==> config.mk <==
export PLATFORM = sky130hd
export DESIGN_NAME = dram_arbiter
export DESIGN_NICKNAME = d
export VERILOG_FILES = /design/src/rtl/dram_arbiter.sv
export SDC_FILE = /design/constraint.sdc
export NUM_CORES = 1
export LEC_CHECK = 0
export CAP_MARGIN = 5
export CORE_MARGIN = 1.5
export CORE_UTILIZATION = 25
export CTS_BUF_LIST = sky130_fd_sc_hd__clkbuf_8
export CTS_CLUSTER_SIZE = 16
export DETAILED_ROUTE_END_ITERATION = 8
export GPL_ROUTABILITY_DRIVEN = 1
export PLACE_DENSITY = 0.78
export SETUP_SLACK_MARGIN = 0.5
export SLEW_MARGIN = 30
export SYNTH_ARGS = -nofsm -noshare
export SYNTH_HDL_FRONTEND = slang
export SYNTH_SLANG_ARGS = --single-unit
==> constraint.sdc <==
create_clock -name clk -period 3 [get_ports clk]
set_clock_uncertainty 0.05 [all_clocks]
set_input_delay 0.45 -clock clk [delete_from_list [all_inputs] [get_ports clk]]
set_output_delay 0.45 -clock clk [all_outputs]
set_load 0.02 [all_outputs]
==> src/rtl/dram_arbiter.sv <==
// rtl/dram_arbiter.sv - two-port arbiter for the shared single-port data memory
// Optional feature: define DRAM_ARB_RR_EN to turn the both-requesting tie-break into round-robin.
// The default build (DRAM_ARB_RR_EN undefined) uses fixed port-0 priority and has no rr_last state.
module dram_arbiter #(
  parameter int AW       = 19,
  parameter int DW       = 8,
  parameter int MAX_WAIT = 15,
  parameter int CW       = 4
) (
  input  logic          clk,
  input  logic          rst,
  input  logic          p0_req,
  input  logic          p0_we,
  input  logic [AW-1:0] p0_addr,
  input  logic [DW-1:0] p0_wdata,
  output logic          p0_gnt,
  output logic          p0_rvalid,
  input  logic          p1_req,
  input  logic          p1_we,
  input  logic          p1_lock,
  input  logic [AW-1:0] p1_addr,
  input  logic [DW-1:0] p1_wdata,
  output logic          p1_gnt,
  output logic          p1_rvalid,
  output logic [DW-1:0] rdata,
  output logic [AW-1:0] m_addr,
  output logic [DW-1:0] m_wdata,
  output logic          m_we,
  input  logic [DW-1:0] m_rdata
);

  localparam logic [CW-1:0] WAIT_CAP = CW'(MAX_WAIT);

  logic [CW-1:0] wait0_q, wait0_d;
  logic [CW-1:0] wait1_q, wait1_d;
  logic          lock_own_q, lock_own_d;
  logic          p0_rvalid_q, p0_rvalid_d;
  logic          p1_rvalid_q, p1_rvalid_d;
  logic          gnt0, gnt1;
  logic          starve0, starve1;
`ifdef DRAM_ARB_RR_EN
  logic          rr_last_q, rr_last_d;
`endif

  // Grant decision: starvation, then port-1 lock, then single requester, then tie-break
  always_comb begin
    gnt0    = 1'b0;
    gnt1    = 1'b0;
    starve0 = p0_req && (wait0_q == WAIT_CAP);
    starve1 = p1_req && (wait1_q == WAIT_CAP);
    if (rst) begin
      // Reset holds the memory idle so nothing is consumed during reset.
      gnt0 = 1'b0;
      gnt1 = 1'b0;
    end else if (starve0) begin
      gnt0 = 1'b1;
    end else if (starve1) begin
      gnt1 = 1'b1;
    end else if (lock_own_q && p1_req) begin
      gnt1 = 1'b1;
    end else if (p0_req && !p1_req) begin
      gnt0 = 1'b1;
    end else if (p1_req && !p0_req) begin
      gnt1 = 1'b1;
    end else if (p0_req && p1_req) begin
`ifdef DRAM_ARB_RR_EN
      // The port that was not granted most recently wins the tie.
      gnt0 = rr_last_q;
      gnt1 = !rr_last_q;
`else
      gnt0 = 1'b1;
`endif
    end
  end

  // Memory steering driven only by the grant; idle performs a read of address 0
  always_comb begin
    m_addr  = '0;
    m_wdata = '0;
    m_we    = 1'b0;
    if (gnt0) begin
      m_addr  = p0_addr;
      m_wdata = p0_wdata;
      m_we    = p0_we;
    end else if (gnt1) begin
      m_addr  = p1_addr;
      m_wdata = p1_wdata;
      m_we    = p1_we;
    end
  end

  // Next-state: saturating wait counters, lock ownership, read-valid pipeline
  always_comb begin
    wait0_d = '0;
    wait1_d = '0;
    if (p0_req && !gnt0) begin
      wait0_d = (wait0_q == WAIT_CAP) ? wait0_q : wait0_q + 1'b1;
    end
    if (p1_req && !gnt1) begin
      wait1_d = (wait1_q == WAIT_CAP) ? wait1_q : wait1_q + 1'b1;
    end
    // Ownership survives only while port 1 is granted and keeps asking for the lock.
    lock_own_d  = gnt1 && p1_lock;
    p0_rvalid_d = gnt0 && !p0_we;
    p1_rvalid_d = gnt1 && !p1_we;
  end

`ifdef DRAM_ARB_RR_EN
  // Round-robin history follows every grant regardless of which rule issued it
  always_comb begin
    rr_last_d = rr_last_q;
    if (gnt0) begin
      rr_last_d = 1'b0;
    end else if (gnt1) begin
      rr_last_d = 1'b1;
    end
  end

  // Round-robin history register; port 0 wins the first tie after reset
  always_ff @(posedge clk) begin
    if (rst) begin
      rr_last_q <= 1'b1;
    end else begin
      rr_last_q <= rr_last_d;
    end
  end
`endif

  // Arbiter state registers
  always_ff @(posedge clk) begin
    if (rst) begin
      wait0_q     <= '0;
      wait1_q     <= '0;
      lock_own_q  <= 1'b0;
      p0_rvalid_q <= 1'b0;
      p1_rvalid_q <= 1'b0;
    end else begin
      wait0_q     <= wait0_d;
      wait1_q     <= wait1_d;
      lock_own_q  <= lock_own_d;
      p0_rvalid_q <= p0_rvalid_d;
      p1_rvalid_q <= p1_rvalid_d;
    end
  end

  assign p0_gnt    = gnt0;
  assign p1_gnt    = gnt1;
  assign p0_rvalid = p0_rvalid_q;
  assign p1_rvalid = p1_rvalid_q;
  assign rdata     = m_rdata;

endmodule

Word level (Yosys, flattened, before mapping)
Index checks and enable logic that the tools add are counted.
- register bits after elaboration: 11
- input bits: 69
- output and inout bits: 40
- word-level logic and storage cells: 49
- add/sub/neg operators: 2
- equality and inequality tests: 2
- multiplexer cells: 19
- bitwise operators: 2
- reduce and logical (&&, ||, !) cells: 19
- operator list (operator ; number):
    $mux W19 ; 2
    $mux W8 ; 2
    $mux W1 ; 15
    $logic_and A1 B1 Y1 ; 11
    $add A4 B1 Y4 const B ; 2
    $eq A4 B4 Y1 const B ; 2
    $logic_not A1 Y1 ; 6
    $reduce_or A2 Y1 ; 2
    $not A1 Y1 ; 2

Longest topological paths before layout
Gate-level depths: netlist (run 1).
- depth in word-level cells: 12
- mapped depth: 5
- gate-level depth less buffers: 4

Worst setup path after synthesis (run 1)
Ideal clock, no wire load.
- path type: flip-flop to output port
- start point: register wait1_q[0]
- end point: output port m_addr[10]
- data arrival time: 1.638 ns
- data required time: 2.500 ns
- slack: 0.862 ns
- stages on the path, launching flop included: 6
- cell sequence: dfxtp_1 ha_1 a31o_2 a311oi_4 buf_6 a22o_1
- elaborated cells on any way between the ends: 10
- classes of those cells: eq/ne (1); mux (8); reduce/logical (1)
- RTL lines (what ; line ; source):
    start: declaration ; 35 ; logic [CW-1:0] wait1_q, wait1_d;
    start signal: assignment ; 139 ; wait1_q <= wait1_d;
    $eq A4 B4 Y1 ; 50 ; starve1 = p1_req && (wait1_q == WAIT_CAP);
    $logic_and A1 B1 Y1 ; 50 ;
    $mux W1 ; 57 ; end else if (starve1) begin
    $mux W1 ; 55 ; end else if (starve0) begin
    $mux W1 ; 51 ; if (rst) begin
    net p0_gnt ; 16 ; output logic p0_gnt,
    $mux W19 ; 81 ; if (gnt0) begin
    end: declaration ; 26 ; output logic [AW-1:0] m_addr,
The timed path passes the listed nets, and every way through them passes these cells.

Worst setup path after layout (run 1)
- start point: input port rst
- end point: output port m_we
- word-level cells in the longest chain between the ends: 3
- elaborated cells on any way between the ends: 4
- classes of those cells: mux (4)
- ends and longest elaborated chain (what ; line ; source):
    start: declaration ; 11 ; input logic rst,
    $mux W1 ; 51 ;
    $mux W1 ; 85 ; end else if (gnt1) begin
    $mux W1 (*) ; 81 ;
    end: declaration ; 28 ; output logic m_we,
Every way passes the cells marked *; elsewhere a longest branch is shown, timed or not.

==> impl_metrics.toml, run 1 <==
[pwr]
internal_power_uw = 368.8
swShare = 0.2810
vdd_drop_max_mv = 0.1974
clock_power_share = 0.286
pwr-share-comb = 0.420
netSwitchingPower_uw = 144.1
power_leakage_nw = 0.7979
power_per_cell_area_nw_per_um2 = 278.1
power_frac_seq = 0.293

[setup_path]
crit_path_cell_trace = "clkdlybuf4s50_1, nand2b_1, a311oi_4, buf_6, clkbuf_16, a22o_1, buf_2"
crit_start = "rst"
crit_fanout = 15
critical_path_class = "in2out"
max_stage_delay_ns = 0.41
worstReg2RegStart = "wait1_q[1]"
crit_end = "m_we"
reg2reg_depth = 6
cp.arrival_ns = 1.95
cp-start-kind = "input pin"
r2r_setup_slack_ns = 1.43
r2r-end = "p0_rvalid"
crit_required_ns = 2.50
cp_slowest_cell = "clkdlybuf4s50_1"
end_kind = "primary output"

[floorplan]
dieHeight_um = 62.23
initial_core_util = 0.2608
fp.coreArea_um2 = 3363
die-area_um2 = 3873
num_rows = 21
die_w_um = 62.23
top_level_ports = 109

[timing]
setup_tns_ns = 0
period_minus_slack_ns = 2.452
rsz0062_at_grt = "false"
fmax_ghz = 0.4078
finalCritPeriodShare = 0.8173
relSlewSlack = 0.8357
drv_slew = 0
setup_viol = 0
hold_viol_final = 0
fin_hold_ws_ns = 0.4126
worstMarginPinSlew_ns = 0.2457

[drt]
drt_first_iter_violations = 45
ant_nets = 0
drtPass1Iterations = 5
drc = 0
drt-total-wl_um = 3813
vias = 1126
wl_per_cell_um = 16.51
vias_per_cell = 4.874

[place]
gp_congestion = 0.8156
post-dp-hpwl_um = 2768
port_buffers = 92

[run_status]
outcome = "finished clean"

[yosys]
synthesis.area_um2 = 877.1
synth_cell_types = 24
syn_nets = 162
ys_ff_latch = 11
yosysSeqAreaShare = 0.2511
syn_area_per_cell_um2 = 9.638
syn_inst = 91
yosys_warnings = 0

[clock_tree]
clock-sinks = 11
cts_buffers = 3
hold_buffers = 0
cts_max_level = 1
cts_tree = "built"
cts.path.max_buffers = 2
clkTransAtPathRegs_ns = 0.05
clk-insertion-delay-late_ns = 0.24
cts_root_buf = "clkbuf_8"

[cells_and_area]
nNetsFinal = 257
synthToLayoutAreaGrowth_pct = 110.3
drive_gt1_frac = 0.2865
antennaDiodeCount = 0

[min_path]
hp-class = "reg2reg"
min_from = "wait0_q[0]"

[job]
cap_viol_max_count = 0

[global_routing]
grt_pass1_wl_um = 5658
grt_pass1_vias = 1082
grt_overflow = 0
antenna_found_initial = 0
grt_max_degree = 32
grt_usage = 0.1819
-- repair_timing --
| item | in CTS | in global routing |
|---|---|---|
| gates resized for setup | 103 | 24 |
| endpoints found under the setup margin | 30 | 30 |
| gates cloned | 1 | 2 |
| pin swaps | 1 | 3 |
| setup buffers | 2 | 2 |
-- cell usage after synthesis --
cell / number / share of area
and2b_1: 2 / 0.017
inv_1: 3 / 0.013
and4_1: 1 / 0.010
nand3_1: 3 / 0.017
a311oi_4: 2 / 0.060
a21o_1: 1 / 0.0086
nand2b_1: 1 / 0.0071
nand2_1: 1 / 0.0043
xnor2_1: 2 / 0.020
buf_6: 6 / 0.077
nor2_1: 7 / 0.030
nor3_1: 2 / 0.011
buf_4: 8 / 0.068
nand3_2: 1 / 0.011
a22o_1: 28 / 0.28
mux2i_1: 1 / 0.011
nor3b_1: 2 / 0.017
a31oi_1: 2 / 0.014
and2_1: 1 / 0.0071
dfxtp_1: 11 / 0.25
nand3b_1: 2 / 0.017
ha_1: 2 / 0.029
a211oi_1: 1 / 0.0086
a31o_2: 1 / 0.010
-- state kept, by name, indices dropped and copies added (netlist names) --
name        count
p1_rvalid       1
wait0_q         4
lock_own_q      1
p0_rvalid       1
wait1_q         4
-- power groups by stage --
stage          combinational (mW)  sequential (mW)  clock, mW
6_report                    0.216            0.150      0.147
5_1_grt                     0.227            0.150      0.163
4_1_cts                     0.214            0.150      0.150
3_5_place_dp                0.222            0.153          0
3_3_place_gp                0.217            0.153          0
2_1_floorplan              0.0981            0.154          0
-- logic make-up (layout without fill, tap and decap cells) --
group                      after synthesis  in the layout  share of synthesized area
AOI/OAI and AO/OA                       35             35                     0.3809
xor gates and xnor gates                 2              2                    0.01998
adders and majority gates                2              2                    0.02853
buffers and inverters                   17            111                     0.1583
DFF                                     11             11                     0.2511
muxes                                    1              1                    0.01141
and+or+nand+nor                         23             23                     0.1498
-- worst min-delay path by stage --
stage                             to  cells after the start
final                     wait0_q[0]                      1
after global routing      wait0_q[0]                      1
after floorplan           wait0_q[0]                      1
after CTS                 wait0_q[0]                      1
after global placement    wait0_q[0]                      1
after detailed placement  wait0_q[0]                      1
-- worst max-delay path, delay by kind of cell --
kind,cells,cell delay [ns]
compound gates,2,0.42
buf+inv,4,0.90
simple gates,1,0.18
-- metrics by stage --
stage               utilization  instances  cell area (um^2)  setup WS (ns)  total power [mW]
floorplan                     -         91             877.1         0.8624            0.2519
global placement         0.5324        220              1790         0.1811            0.3701
detailed placement       0.5324        220              1790         0.1184            0.3743
CTS                      0.5469        227              1839         0.4711            0.5142
global route             0.5484        231              1844         0.4826            0.5401
finish                   0.5484        231              1844         0.5480            0.5129
-- layout make-up --
cell class	count	area, um^2
tap	46	57.56
fill	317	1519
clock inverter	1	3.754
inverter	3	11.26
timing repair buffer	104	958.4
clock buffer	3	41.29
multi-input combinational	63	548.0
sequential	11	224.0
-- layout by cell type, fill, tap and decap left out, drive strengths merged, types with 2 or more instances in the layout --
cell           Yosys  routed
nor3b              2       2
clkbuf             0       5
ha                 2       2
and2b              2       2
nor3               2       2
xnor2              2       2
a311oi             2       2
nor2               7       7
nand3              4       4
a22o              28      28
nand3b             2       2
buf               14      38
inv                3       4
a31oi              2       2
clkdlybuf4s50      0      61
dfxtp             11      11
-- metal layers --
layer  GRT usage  share of wire
met5           0              0
met4     0.06667          0.028
met1      0.1885           0.37
met2      0.3383           0.51
met3     0.06159          0.091
Note: power is estimated with default switching activity, not from simulation.
==> run 2: changes to the inputs <==
==> constraint.sdc (replaced) <==
create_clock -name clk -period 2.4 [get_ports clk]
set_clock_uncertainty 0.05 [all_clocks]
set_input_delay 0.36 -clock clk [delete_from_list [all_inputs] [get_ports clk]]
set_output_delay 0.36 -clock clk [all_outputs]
set_load 0.02 [all_outputs]
==> run 2 against run 1 <==
  * Register-to-register slack worse by 0.64 ns
  * Power is 50% higher
  * Via count up 13%
  * Sequential share of layout area down 3.2 points
  * Cell count up 8.2%
  * Worst setup slack got worse by 0.44 ns
  * Worst hold slack gained 0.15 ns
  * Critical path depth stayed put
  * First-iteration DRC count is 49% higher
  * Largest power group unchanged
==> impl_metrics.toml, run 2 (synthesized netlist as in run 1, its figures left out) <==
[setup_path]
crit_fanout = 8
crit_required_ns = 1.99
end_kind = "primary output"
crit_path_cell_trace = "ha_4, a31o_4, a311oi_4, buf_6, buf_16, a22o_4, buf_6"
cp-start-kind = "flop"
crit_top_cell = "buf_6"
cp_slowest_cell = "dfxtp_2"
worst-path-buf-inv = 3
reg2reg_depth = 8
max_stage_delay_ns = 0.34
cp.arrival_ns = 1.88
critical_path_class = "reg2out"
critical_path.top_delay_family = "compound AO/OA/AOI/OAI gates"
cp.depth = 7

[pwr]
power_per_cell_area_nw_per_um2 = 306.5
power_leakage_nw = 1.100
vdd_drop_max_mv = 0.2891
power_uw = 768.5

[floorplan]
fp.coreArea_um2 = 3363
die_w_um = 62.23
initial_core_util = 0.2608
num_rows = 21
dieHeight_um = 62.23
die-area_um2 = 3873
top_level_ports = 109

[timing]
hold_viol_final = 0
setup_viol = 0
fmax_ghz = 0.4364
fin_hold_ws_ns = 0.5588
drv_slew = 0
relSlewSlack = 0.7939
period_minus_slack_ns = 2.291
finalCritPeriodShare = 0.9547
rsz0062_at_grt = "true"
setup_tns_ns = 0
worstMarginPinSlew_ns = 0.3092
setup_ws_ns = 0.1086

[place]
port_buffers = 92
place_ws_ns = -0.3282
gp_congestion = 0.7330
post-dp-hpwl_um = 3133

[clock_tree]
cts_tree = "built"
clock-sinks = 11
hold_buffers = 0
cts_max_level = 1
cts_buffers = 3
cts_root_buf = "clkbuf_8"
clk-insertion-delay-late_ns = 0.24
clkTransAtPathRegs_ns = 0.05
cts.path.max_buffers = 2

[global_routing]
grt_pass1_vias = 1385
grt_overflow = 0
grt_max_degree = 16
grt_pass1_wl_um = 8266
grt_usage = 0.2809
antenna_found_initial = 0

[cells_and_area]
antennaDiodeCount = 0
synthToLayoutAreaGrowth_pct = 185.9
reg_top3 = "wait0_q x4, wait1_q x4"
layout_common_cells = "clkdlybuf4s50_1, a22o_4, buf_6, buf_4"
nNetsFinal = 276
final_common_cell = "clkdlybuf4s50_1"
drive_gt1_frac = 0.5098

[drt]
wl_per_cell_um = 22.22
ant_nets = 0
drt_first_iter_violations = 67
vias = 1269
drt-total-wl_um = 5555
drtPass1Iterations = 4
vias_per_cell = 5.076
drc = 0

[min_path]
hp-class = "reg2reg"
holdPathStages = 3

[job]
cap_viol_max_count = 0

[run_status]
outcome = "finished clean"
## run 2: cell types whose count changed in the layout (fill, tap and decap cells not counted), sizes merged
cell,before,now
clkdlybuf4s50,61,60
dlygate4sd2,1,2
dlymetal6s2s,1,0
clkdlybuf4s15,1,0
buf,38,60
clkbuf,5,4
## run 2: repair_timing
item | CTS | global route
setup buffers | 8 | 1
cloned | 5 | 1
setup endpoints to repair | 30 | 30
resized for setup | 196 | 1
endpoints found under the hold margin | 0 | 0
pin swaps | 5 | 0
## run 2: layer usage
metal / up-vias / GRT usage / share of wire
li1: 575 / - / -
met1: 615 / 0.2878 / 0.35
met2: 63 / 0.5394 / 0.55
met3: 16 / 0.06884 / 0.060
met4: 0 / 0.1167 / 0.039
met5: - / 0 / 0
## run 2: report_power, final
group | internal, mW | total (mW) | switching [mW]
Clock | 0.112 | 0.181 | 0.0686
Sequential | 0.186 | 0.188 | 0.00247
Combinational | 0.250 | 0.399 | 0.150
## run 2: area by class of cell
class	count	area [um^2]
Clock inverter	1	3.754
Inverter	3	11.26
Timing Repair Buffer	123	1356
Sequential cell	11	225.2
Tap cell	46	57.56
Clock buffer	3	41.29
Multi-Input combinational cell	63	812.0
Fill cell	217	855.8
## run 2: through the flow
step | instances | util | area [um^2]
finish | 250 | 0.7455 | 2507
detailed placement | 231 | 0.6321 | 2126
floorplan | 91 | - | 1130
global route | 250 | 0.7455 | 2507
CTS | 248 | 0.7347 | 2471
global placement | 231 | 0.6321 | 2126
## run 2: tightest hold or removal path, cell delays in order (launching register included)
cell     delay [ns]
dfxtp_2        0.34
ha_4           0.12
inv_1          0.03
nor2_1         0.08
## run 2: final timing paths
check | endpoint | startpoint | slack (ns)
hold reg to reg | wait0_q[1] | wait0_q[0] | 0.56
setup reg to reg | p1_rvalid | wait1_q[0] | 0.79
setup / recovery | m_addr[2] | wait1_q[0] | 0.11
hold / removal | wait0_q[1] | wait0_q[0] | 0.56
